<file path="config.mk">
export PLATFORM = sky130hd
export DESIGN_NAME = mul_engine
export DESIGN_NICKNAME = d
export VERILOG_FILES = /design/src/rtl/mul_engine.sv
export SDC_FILE = /design/constraint.sdc
export NUM_CORES = 1
export LEC_CHECK = 0
export ABC_CLOCK_PERIOD_IN_PS = 3900
export BUFFER_PORTS_ARGS = -buffer_cell sky130_fd_sc_hd__clkbuf_2
export CORE_UTILIZATION = 50
export DETAILED_ROUTE_END_ITERATION = 7
export PLACE_DENSITY = 0.69
export SLEW_MARGIN = 15
export SYNTH_ARGS = -nofsm -noshare
export SYNTH_HDL_FRONTEND = slang
export SYNTH_SLANG_ARGS = --single-unit
</file>
<file path="constraint.sdc">
create_clock -name clk -period 3.9 [get_ports clk]
set_input_delay 0.195 -clock clk [delete_from_list [all_inputs] [get_ports clk]]
set_output_delay 0.195 -clock clk [all_outputs]
set_load 0.05 [all_outputs]
</file>
<file path="src/rtl/mul_engine.sv">
// ============================================================================
// Module      : mul_engine
// Description : Iterative shift-add multiplier, started by a rising edge on
//               ctrl_enable; one partial product per cycle over OP_W cycles.
// Revision    : 1.0 - initial release
// ============================================================================
`default_nettype none

module mul_engine #(
    parameter int OP_W = 16
) (
    input  logic        clk,
    input  logic        rst,
    input  logic        ctrl_enable,
    input  logic [31:0] data_in,
    output logic        status_busy,
    output logic [31:0] ip_data_out,
    output logic        done_pulse
);

    localparam int PROD_W = 2 * OP_W;
    localparam int CNT_W  = $clog2(OP_W + 1);
    localparam logic [CNT_W-1:0] CNT_LAST = CNT_W'(OP_W - 1);

    typedef enum logic [1:0] {
        ST_IDLE = 2'd0,
        ST_LOAD = 2'd1,
        ST_RUN  = 2'd2
    } state_t;

    state_t              state_q, state_d;
    logic                en_q, en_d;
    logic [PROD_W-1:0]   a_q, a_d;
    logic [OP_W-1:0]     b_q, b_d;
    logic [PROD_W-1:0]   acc_q, acc_d;
    logic [CNT_W-1:0]    cnt_q, cnt_d;
    logic [31:0]         dout_q, dout_d;
    logic                done_q, done_d;

    logic                start;
    logic [PROD_W-1:0]   acc_sum;
    logic                w_unused_data;

    // Bits above 2*OP_W are not operands when OP_W < 16.
    assign w_unused_data = ^data_in;

    assign start   = ctrl_enable & ~en_q;
    assign acc_sum = b_q[0] ? (acc_q + a_q) : acc_q;

    always_comb begin
        en_d    = ctrl_enable;
        state_d = state_q;
        a_d     = a_q;
        b_d     = b_q;
        acc_d   = acc_q;
        cnt_d   = cnt_q;
        dout_d  = dout_q;
        done_d  = 1'b0;
        case (state_q)
            ST_IDLE: begin
                if (start) begin
                    state_d = ST_LOAD;
                end
            end
            ST_LOAD: begin
                if (!ctrl_enable) begin
                    state_d = ST_IDLE;
                end else begin
                    a_d     = {{OP_W{1'b0}}, data_in[OP_W-1:0]};
                    b_d     = data_in[PROD_W-1:OP_W];
                    acc_d   = '0;
                    cnt_d   = '0;
                    state_d = ST_RUN;
                end
            end
            ST_RUN: begin
                // A dropped enable wins over a completion in the same cycle.
                if (!ctrl_enable) begin
                    state_d = ST_IDLE;
                end else begin
                    acc_d = acc_sum;
                    a_d   = a_q << 1;
                    b_d   = b_q >> 1;
                    cnt_d = cnt_q + CNT_W'(1);
                    if (cnt_q == CNT_LAST) begin
                        dout_d  = 32'(acc_sum);
                        done_d  = 1'b1;
                        state_d = ST_IDLE;
                    end
                end
            end
            default: begin
                state_d = ST_IDLE;
            end
        endcase
    end

    always_ff @(posedge clk or posedge rst) begin
        if (rst) begin
            state_q <= ST_IDLE;
            en_q    <= 1'b0;
            a_q     <= '0;
            b_q     <= '0;
            acc_q   <= '0;
            cnt_q   <= '0;
            dout_q  <= '0;
            done_q  <= 1'b0;
        end else begin
            state_q <= state_d;
            en_q    <= en_d;
            a_q     <= a_d;
            b_q     <= b_d;
            acc_q   <= acc_d;
            cnt_q   <= cnt_d;
            dout_q  <= dout_d;
            done_q  <= done_d;
        end
    end

    assign status_busy = (state_q != ST_IDLE);
    assign ip_data_out = dout_q;
    assign done_pulse  = done_q;

endmodule

`default_nettype wire

</file>
==> results.sh <==
export IMPL_synthFlopType="dfrtp_1"
export IMPL_cts_root_buf="clkbuf_16"
export IMPL_drv_cap=0
export IMPL_antennaDiodeCount=0
export IMPL_drive_gt1_share_pct=15.3
export IMPL_path_cells="ha_1 > a21oi_2 > o2111ai_1 > a221o_1 > a221o_1 > o21ai_2 > a21oi_2 > o21a_1 > or4_1 > a31oi_1"
export IMPL_worstPathMaxFanout=7
export IMPL_status="finished, violations left"
export IMPL_critical_path_buf_inv_count=0
export IMPL_synth_edf_count=0
export IMPL_ir_drop_uv=353
export IMPL_violations="negative hold slack"
export IMPL_rsz0062_at_grt="no"
export IMPL_core_area_um2=12800
export IMPL_cts_tree="built"
export IMPL_hold_buffers=0
export IMPL_vias=5365
export IMPL_ant_nets=0
export IMPL_netlist_top_cells_area="dfrtp_1 (45%), mux2i_1 (7.9%), ha_1 (6.2%), nand2_1 (5.8%), o21ai_0 (5.6%)"
export IMPL_synth_distinct_cells=52
export IMPL_finalClockSkew_ns=0.00695
export IMPL_nFillCells=1127
export IMPL_hold_path_class="in2async"
export IMPL_fin_crit_ns=3.07
export IMPL_fin_hold_ws_ns=-0.0166
export IMPL_die_h_um=118
export IMPL_area_growth_pct=16.1
export IMPL_cts_resized_gates=0
export IMPL_final_common_cell="dfrtp_1"
export IMPL_synth_area_um2=6680
export IMPL_worst_path_stages=10
export IMPL_synthCells=695
export IMPL_synth_area_per_cell_um2=9.61
export IMPL_worst_pin_slew_ns=1.08
export IMPL_post_route_util_pct=60.4
export IMPL_ios=69
export IMPL_drt_initial_drc_count=283
export IMPL_p_leak_uw=0.00373
export IMPL_most_common_layout_cells="dfrtp_1 (121), nand2_1 (103), o21ai_0 (74)"
export IMPL_routed_wl_mm=15.3
export IMPL_tns_ns=0
export IMPL_die_w_um=118
export IMPL_cts_buffers_inserted=17
export IMPL_clk_latency_ns=0.42
export IMPL_r2r_cells=10
export IMPL_power_density_nw_per_um2=515
export IMPL_cp_required_ns=4.24
export IMPL_hpwl_mm=10.6
export IMPL_antenna_found_initial=0
export IMPL_synthArstFlopShare_pct=100
export IMPL_slowest_stage="or4_1"
export IMPL_num_rows=41
export IMPL_cts_buffer_depth=2
export IMPL_fmax_mhz=326
export IMPL_slew_headroom_pct=28.1
export IMPL_cts_sinks=121
export IMPL_htreeDepth=4
export IMPL_slowest_delay_ns=0.46
export IMPL_synth_top_area_cell="dfrtp_1"
export IMPL_dr_pass1_iters=5
export IMPL_timing_final_crit_share_pct=78.6
export IMPL_crit_path_start="a_q[20]"
export IMPL_route_detailed_drc=0
export IMPL_wl_per_cell_um=16.4
export IMPL_place_congestion=0.927
export IMPL_critPathCaptureType="flip-flop"
export IMPL_setup_viol=0
export IMPL_cp_top_family="compound AO/OA/AOI/OAI gates"
export IMPL_multi_input_area_um2=3450
export IMPL_yosysTopAreaCellShare_pct=45.3
export IMPL_place_area_um2=7190
export IMPL_yosysSeqAreaShare_pct=45.3
export IMPL_vias_per_cell=5.73
export IMPL_nets=822
export IMPL_path_clk_slew_ns=0.05
export IMPL_ys_warn_count=0
export IMPL_grt_pass1_vias=5589
export IMPL_grtUsageTotal_pct=24.1
export IMPL_critPathArrivalTime_ns=3.40
export IMPL_seq_area_um2=3030
export IMPL_start_kind="flip-flop"
export IMPL_hold_violations=8
export IMPL_slew_viol_final=0
export IMPL_yosys_register_bits=121
export IMPL_port_buffers=68
export IMPL_cts_setup_buffers=0
export IMPL_grt_pass1_wl_mm=26.7
export IMPL_grt_overflow=0
export IMPL_grt_max_degree=80
export IMPL_die_area_um2=13800
export IMPL_synthesis_nets=764
export IMPL_layout_cell_area_non_filler_um2=7750
export IMPL_r2r_start="a_q[20]"
export IMPL_criticalPathCategory="reg2reg"
export IMPL_initial_core_util_pct=52.1
==> path summary, 6_finish.rpt <==
path / end / slack, ns
worst max-delay path: ip_data_out[31] / 0.83
worst min-delay path: b_q[3] / -0.02
worst max register to register: ip_data_out[31] / 0.83
worst min register to register: state_q[0] / 0.40
max in group asynchronous: a_q[30] / 3.03
min in group clk: b_q[13] / 0.07
==> cells in the mapped netlist (19+ instances only) <==
library cell / count
dfrtp_1: 121
nand2_1: 103
o21ai_0: 75
mux2i_1: 53
a21oi_1: 44
a22o_1: 36
ha_1: 33
clkbuf_1: 31
nor2_1: 26
inv_1: 19
xnor2_1: 19
==> metrics by stage <==
stage / worst slack, ns / total power [uW] / cells
after global placement: 0.901 / 2470 / 906
after global routing: 0.612 / 4220 / 936
after detailed placement: 0.887 / 2500 / 906
after CTS: 0.861 / 4020 / 936
after floorplan: 0.491 / 2270 / 695
final: 0.833 / 3990 / 936
==> sequential cells by signal, summed over array words and instances, names as in the netlist <==
signal	cells
cnt_q	5
done_pulse	1
acc_q	32
a_q	32
en_q	1
ip_data_out	32
state_q	2
b_q	16
==> logic make-up after synthesis <==
group | Yosys count | synth area share (%)
AO/OA/AOI/OAI | 217 | 21.1
AND/OR/NAND/NOR | 186 | 12.3
flip-flops | 121 | 45.3
buffers and inverters | 57 | 3.26
multiplexers | 53 | 7.94
adder cells (fa/ha/maj) | 34 | 6.48
XOR/XNOR | 27 | 3.54
==> cell type report <==
class | count | share of cell area (%)
clock inverters | 8 | 1.26
clock buffers | 22 | 5.99
repair buffers | 77 | 5.42
inverters | 19 | 0.952
multi-input cells | 517 | 44.5
well taps | 172 | 2.78
flip-flops and latches | 121 | 39.1
==> worst reg2reg max path, stage by stage, from the launching register on <==
cell,delay [ns]
dfrtp_1,0.39
ha_1,0.41
a21oi_2,0.20
o2111ai_1,0.14
a221o_1,0.38
a221o_1,0.34
o21ai_2,0.18
a21oi_2,0.09
o21a_1,0.22
or4_1,0.46
a31oi_1,0.17
==> layer usage <==
metal / GRT usage, % / share of wire [%] / routed length (um) / vias to the layer above
met5: 0 / 0 / 0 / -
met4: 10.6 / 2.8 / 432 / 0
met2: 38.6 / 47 / 7150 / 139
met3: 6.20 / 4.7 / 721 / 34
met1: 30.7 / 46 / 7000 / 2587
li1: - / - / - / 2605
==> where the power goes <==
part	switching [uW]	internal (uW)
combinational	552	371
clock	542	961
sequential	140	1420
total	1230	2760
(Power assumes the default switching activity.)
